### src/rtl/stack_unit.sv
// stack_unit: LIFO operand stack for the stack processor datapath.
// Holds up to DEPTH words and supports three operations:
//   push         - write w_data on top (count + 1)
//   pop          - discard the top entry (count - 1)
//   push and pop - replace the top entry with w_data
// The top two entries are visible combinationally, gated to zero by count.
// A rejected operation (push when full, pop when empty) sets a sticky error
// bit and changes nothing else.
module stack_unit #(
    parameter int WIDTH = 16,
    parameter int DEPTH = 16,
    parameter int PTR_W = 4
) (
    input  logic               clk,
    input  logic               reset,
    input  logic               push,
    input  logic               pop,
    input  logic [WIDTH-1:0]   w_data,
    output logic [WIDTH-1:0]   top,
    output logic [WIDTH-1:0]   second,
    output logic [PTR_W:0]     count,
    output logic               empty,
    output logic               full,
    output logic               error
);

    localparam logic [PTR_W:0]   ZERO_C  = {(PTR_W+1){1'b0}};
    localparam logic [PTR_W:0]   ONE_C   = {{PTR_W{1'b0}}, 1'b1};
    localparam logic [PTR_W:0]   TWO_C   = {{(PTR_W-1){1'b0}}, 2'b10};
    localparam logic [PTR_W:0]   DEPTH_C = (PTR_W+1)'(DEPTH);
    localparam logic [WIDTH-1:0] WZERO_C = {WIDTH{1'b0}};

    logic [WIDTH-1:0] mem_r [DEPTH];
    logic [PTR_W:0]   count_r;
    logic             error_r;

    logic             empty_s;
    logic             full_s;
    logic [PTR_W:0]   top_cnt_s;
    logic [PTR_W:0]   sec_cnt_s;
    logic [PTR_W-1:0] top_idx_s;
    logic [PTR_W-1:0] sec_idx_s;
    logic             wr_en_s;
    logic [PTR_W-1:0] wr_idx_s;
    logic [PTR_W:0]   count_nxt_s;
    logic             err_set_s;

    // Status flags and read indices of the top two entries, derived from count.
    always_comb begin
        empty_s   = (count_r == ZERO_C);
        full_s    = (count_r == DEPTH_C);
        top_cnt_s = count_r - ONE_C;
        sec_cnt_s = count_r - TWO_C;
        top_idx_s = top_cnt_s[PTR_W-1:0];
        sec_idx_s = sec_cnt_s[PTR_W-1:0];
    end

    // Output read-out; gating uses count so stale popped words never leak out.
    always_comb begin
        if (empty_s) begin
            top = WZERO_C;
        end else begin
            top = mem_r[top_idx_s];
        end
        if (count_r < TWO_C) begin
            second = WZERO_C;
        end else begin
            second = mem_r[sec_idx_s];
        end
        count = count_r;
        empty = empty_s;
        full  = full_s;
        error = error_r;
    end

    // Operation decode: array write, next count and error detection.
    always_comb begin
        wr_en_s     = 1'b0;
        wr_idx_s    = count_r[PTR_W-1:0];
        count_nxt_s = count_r;
        err_set_s   = 1'b0;
        case ({push, pop})
            2'b10: begin
                if (full_s) begin
                    err_set_s = 1'b1;
                end else begin
                    wr_en_s     = 1'b1;
                    wr_idx_s    = count_r[PTR_W-1:0];
                    count_nxt_s = count_r + ONE_C;
                end
            end
            2'b01: begin
                if (empty_s) begin
                    err_set_s = 1'b1;
                end else begin
                    count_nxt_s = count_r - ONE_C;
                end
            end
            2'b11: begin
                // Replace on an empty stack degenerates to a plain push.
                if (empty_s) begin
                    wr_en_s     = 1'b1;
                    wr_idx_s    = {PTR_W{1'b0}};
                    count_nxt_s = ONE_C;
                end else begin
                    wr_en_s  = 1'b1;
                    wr_idx_s = top_idx_s;
                end
            end
            default: begin
                count_nxt_s = count_r;
            end
        endcase
    end

    // Storage array; never cleared, and a write is suppressed while reset wins.
    always_ff @(posedge clk) begin
        if (wr_en_s && !reset) begin
            mem_r[wr_idx_s] <= w_data;
        end
    end

    // Count and sticky error state.
    always_ff @(posedge clk) begin
        if (reset) begin
            count_r <= ZERO_C;
            error_r <= 1'b0;
        end else begin
            count_r <= count_nxt_s;
            error_r <= error_r | err_set_s;
        end
    end

endmodule

### config.mk
export PLATFORM = sky130hd
export DESIGN_NAME = stack_unit
export DESIGN_NICKNAME = d
export VERILOG_FILES = /design/src/rtl/stack_unit.sv
export SDC_FILE = /design/constraint.sdc
export NUM_CORES = 1
export LEC_CHECK = 0
export CAP_MARGIN = 20
export CORE_ASPECT_RATIO = 2
export CORE_MARGIN = 5
export CORE_UTILIZATION = 60
export CTS_CLUSTER_SIZE = 30
export DETAILED_ROUTE_END_ITERATION = 7
export HOLD_SLACK_MARGIN = 0.03
export PLACE_DENSITY = 0.88
export REMOVE_ABC_BUFFERS = 1
export SYNTH_ARGS = -nofsm -noshare
export SYNTH_HDL_FRONTEND = slang
export SYNTH_SLANG_ARGS = --single-unit
### constraint.sdc
create_clock -name clk -period 5.7 [get_ports clk]
set_input_delay 1.14 -clock clk [delete_from_list [all_inputs] [get_ports clk]]
set_output_delay 1.14 -clock clk [all_outputs]
set_load 0.05 [all_outputs]
# Yosys cells after proc, flatten, opt, wreduce, memory -nomap -nowiden
# Memory sizes are Yosys's and may differ from the RTL's.
# Index checks and enable logic that the tools add are counted.
# classes
bitwise	1
mux	15
order_cmp	1
multipliers	0
shifts	0
div	0
n_reduce_logical	5
eq_ne	7
n_addsub	3
# ops
operator	count
$mux 16	2
$mux 5	3
$pmux 5 s3	1
$mux 4	2
$ne 2x2->1 const B	3
$add 5x1->5 const B	1
$eq 5x5->1 const B	1
$logic_not 5->1	1
$lt 5x2->1 const B	1
$mux 1	5
$sub 5x1->5 const B	1
$eq 2x2->1 const B	2
$pmux 1 s2	2
$reduce_and 4->1	1
$sub 4x2->4 const B	1
$reduce_bool 3->1	1
$eq 2x1->1 const B	1
$logic_and 1x1->1	1
$logic_not 1->1	1
$or 1x1->1	1
# totals
ramBits	256
register_bits	6
latchBits	0
output_inout_bits	40
memories	1
mem_bits_ro	0
word_cells	35
# mem_list
memory	words	word_bits	rd	rd_clocked_by_memory_dff	wr	line_no	rtl
mem_r	16	16	2	0	1	33	logic [WIDTH-1:0] mem_r [DEPTH];

# Logic depth before layout (Yosys ltp)
# depth
word_depth	6
ltp_mapped	11
ltp_nobuf	6

# Worst setup path after synthesis
# No wires, ideal clock.
# synth_timing
kind	flip-flop to output port
startpoint	register count_r[1], in the netlist count[1]
endpoint	output port top[0]
stages_incl_launch_ff	11
setup_slack_ps	716
required_time_ps	4560
arrival_time_ps	3844
path_cell_list	dfxtp_1 -> clkbuf_1 -> inv_2 -> buf_1 -> ha_1 -> buf_2 -> buf_1 -> clkbuf_1 -> mux4_2 -> mux2i_1 -> o22ai_1
# synth_via
elab_chain_cells	3
# synth_lines
element	line_no	rtl
start, declared	34	logic [PTR_W:0] count_r;
start signal, assigned	129	count_r <= count_nxt_s;
$sub 5x1->5	-	
$mem_v2 16x16	-	
$mux 16 *	60	if (empty_s) begin
end, declared	19	output logic [WIDTH-1:0] top,
# Every way passes the cells marked *; elsewhere a longest branch is shown, timed or not.

# Worst setup path in the final report
# layout_timing
startpoint	register count_r[2], in the netlist count[2]
endpoint	output port second[7]
# layout_via
elab_chain_cells	3
# layout_lines
element	line_no	rtl
$sub 4x2->4	53	sec_cnt_s = count_r - TWO_C;
$mem_v2 16x16	-	
$mux 16 *	65	if (count_r < TWO_C) begin
end, declared	20	output logic [WIDTH-1:0] second,
# Marks and branches as above.

==> impl_results.md <==
- Vias: 7074
- Most common cell after layout, fill and taps aside: edfxtp_1
- Slowest cell delay on critical path: around 0.75 ns
- Top layer in use: met4
- N_diodes: 0
- Residual DRC count: 0
- H-tree levels: 1
- Critical Path Sink Type: output port
- Setup crit start kind: register
- Total Power: 5.94 mW
- Pre-antenna DRT Iters: 5
- Mapped Area: 0.0124 mm^2
- First-pass GRT wire length: between 40000 and 50000 um
- CP top delay family: buffers and inverters
- Yosys Warn Count: 0
- Fin nets: just over 700
- Peak fanout along the critical path: 18
- Initial DRC count: just over 800
- Row Count: 74
- Int Pwr: between 4 and 5 mW
- Largest family of logic cells by synthesized area: multiplexers
- Flop pwr share: 36.8%
- WL final: around 30000 um
- Least-Margin Pin Slew: 1.02 ns
- Max_cap viols: 0
- Worst Hold Class: reg -> reg
- Synth area leader: edfxtp_1
- Max_slew headroom: a little under a third
- Synth top area cells: edfxtp_1 62%, mux4_2 23%, mux2i_1 5.2%, o22ai_1 1.8%, ha_1 1.0%
- Die ar.: approximately 0.024 mm^2
- Power share of the clock group: 29.0%
- Part of the cycle the worst path needs: 87.7%
- Final Max Tran Viols: 0
- Share of the synthesized area in the top cell type: around 62%
- Met3 wire length: approximately 2500 um
- Ys async rst share: 0%
- Worst-path clk slew: approximately 0.070 ns
- Psw: about 1.9 mW
- HPWL after DPL: 18700 um
- Final min period: around 5.0 ns
- Total GRT Usage: 26.2%
- CTS tree: built
- Placed Area: about 0.013 mm^2
- Skew final: 0.0117 ns
- Critical path's slowest cell: clkdlybuf4s50_1
- Fmax achieved: 200 MHz
- WL/cell: 31.4 um
- Most frequent cells in the layout: 256 x edfxtp_1, 128 x mux4_2, 65 x mux2i_1
- Critical-path cell list: inv_1 -> ha_2 -> buf_4 -> mux4_2 -> mux2i_1 -> o22ai_1 -> clkdlybuf4s50_1
- Longest Clk Path Bufs: 3
- Fill cells: ~1200
- Num CTS Buffers: 22
- Post-CTS Setup Inserts: 0
- Core footprint: slightly above 0.02 mm^2
- Number of gates resized after CTS: 0
- Mean Syn Cell Area: roughly 20 um^2
- Maximum vdd drop: between 0.2 and 0.3 mV
- # IOs: 60
- Synth Instances: 632
- Area grow syn2layout: 15.2%
- Worst Path Buf+Inv: 3
- Clock sinks: about 260
- Synth Area in Adders: ~1.0%
- EDFF count, synth: around 260
- Antenna violations before repair: 0
- Seq/Total Area, Yosys: 63.0%
- Post-synthesis simple-gate area fraction: roughly 1.9%
- Initial core utilization: between 60% and 70%
- Die outline width: approximately 110 um
- Endpoints failing hold: 0
- Via-to-Cell Ratio: a little over 7
- Share of layout cells above drive strength 1: around a third
- Pwr per Cell Area: between 400 and 500 mW/mm^2
- Hold_buf cts: 0
- Worst path arrival time: ~3.9 ns
- Unrepaired setup endpoints after global routing: no
- GRT Residual Overflow: 0
- Setup Crit Path Kind: reg -> out
- Synth Register Bits: roughly 260
- Power share of the combinational group: between 30 and 40%
- Skew-Pair Late Insertion Delay: 0.52 ns
- Endpoints failing setup: 0
- Port bufs: around 60
- Die Ht: 213 um
- Root Buffer: clkbuf_16
- Sw Share: 32.5%
- XOR/XNOR share of the synthesized area: less than 1%
- Post-synth cell types: 41
- Met1 wire length: slightly above 10000 um
- Antenna-violating nets left: 0
- Leak pwr: ~4.6 nW
- Cell area after layout: roughly 0.014 mm^2
- Multiplexer share of the synthesized area: between 20 and 30%
- Routability congestion estimate: roughly 0.82
- Most used DFF post-synth: edfxtp_1
- Metal2 WL: 16700 um
- Number of global-route vias before repair: about 7600
- Complex-gate fraction of the synthesized area: about 3.3%
- Largest net degree at the start of global routing: about 140
- Status: finished, final reports clean
- Worst EP required: approximately 4.6 ns
-- synth_stat cells (all sizes together) (4+ instances only) --
library cell and n:
mux2i 65, a31oi 4, edfxtp 256, nor2 14
mux4 128, dfxtp 6, inv 9, o22ai 35
ha 10, clkbuf 20, nand2 10, buf 27
a21oi 4, nor3 10
-- kinds of logic after synthesis --
| group | Yosys count |
|---|---|
| compound gates | 59 |
| mux | 194 |
| fa+ha+maj | 10 |
| buf+inv | 56 |
| simple gates | 47 |
| xor+xnor | 4 |
| flops | 262 |
-- stage by stage --
step           worst slack, ns  std cells  hold slack, ns  TNS [ns]  utilization [%]
2_1_floorplan            -5.56        585           0.746  -1388.61                -
3_5_place_dp              1.20        938           0.514         0             65.9
4_1_cts                  0.685        976           0.533         0             70.0
6_report                 0.702        977           0.518         0             70.1
5_1_grt                  0.571        977           0.551         0             70.1
3_3_place_gp              1.11        936           0.471         0             65.8
-- per-layer routing --
metal	vias to the layer above	global-route usage, %
met1	3674	31.2
met3	105	3.94
met4	0	12.3
li1	2849	-
met2	446	47.1
met5	-	0
-- worst min-delay path, stage by stage, from the launching register on --
cell and delay (ns):
dfxtp_1 0.34, a31oi_1 0.05, nor2_1 0.09
-- worst paths after layout --
kind / end / startpoint / cells past startpoint / slack [ns]
max: second[7] / count[2] / 7 / 0.70
min reg2reg: error / error / 2 / 0.52
max reg2reg: mem_r[13][1] / count[2] / 8 / 2.13
min: error / error / 2 / 0.52
-- power by group through the flow --
| stage | Sequential [mW] | Combinational [mW] | Clock (mW) |
|---|---|---|---|
| after floorplan | 2.31 | 1.39 | 0 |
| after global placement | 2.22 | 1.94 | 0 |
| after detailed placement | 2.23 | 2.00 | 0 |
| after CTS | 2.19 | 2.02 | 1.74 |
| after global routing | 2.19 | 2.10 | 1.83 |
| final | 2.19 | 2.03 | 1.72 |
-- state kept, by name (all words and copies together) (netlist names) --
name,count
mem_r,256
count,5
error,1
-- final cells by class --
type / count / area, um^2 / area share (%)
sequential: 262 / 7810 / 54.7
multi-input combinational: 314 / 4430 / 31.1
timing repair buffer: 88 / 832 / 5.83
clock buffer: 26 / 587 / 4.11
tap: 266 / 333 / 2.33
clock inverter: 12 / 241 / 1.69
inverter: 9 / 33.8 / 0.237
(Power assumes the default switching activity.)
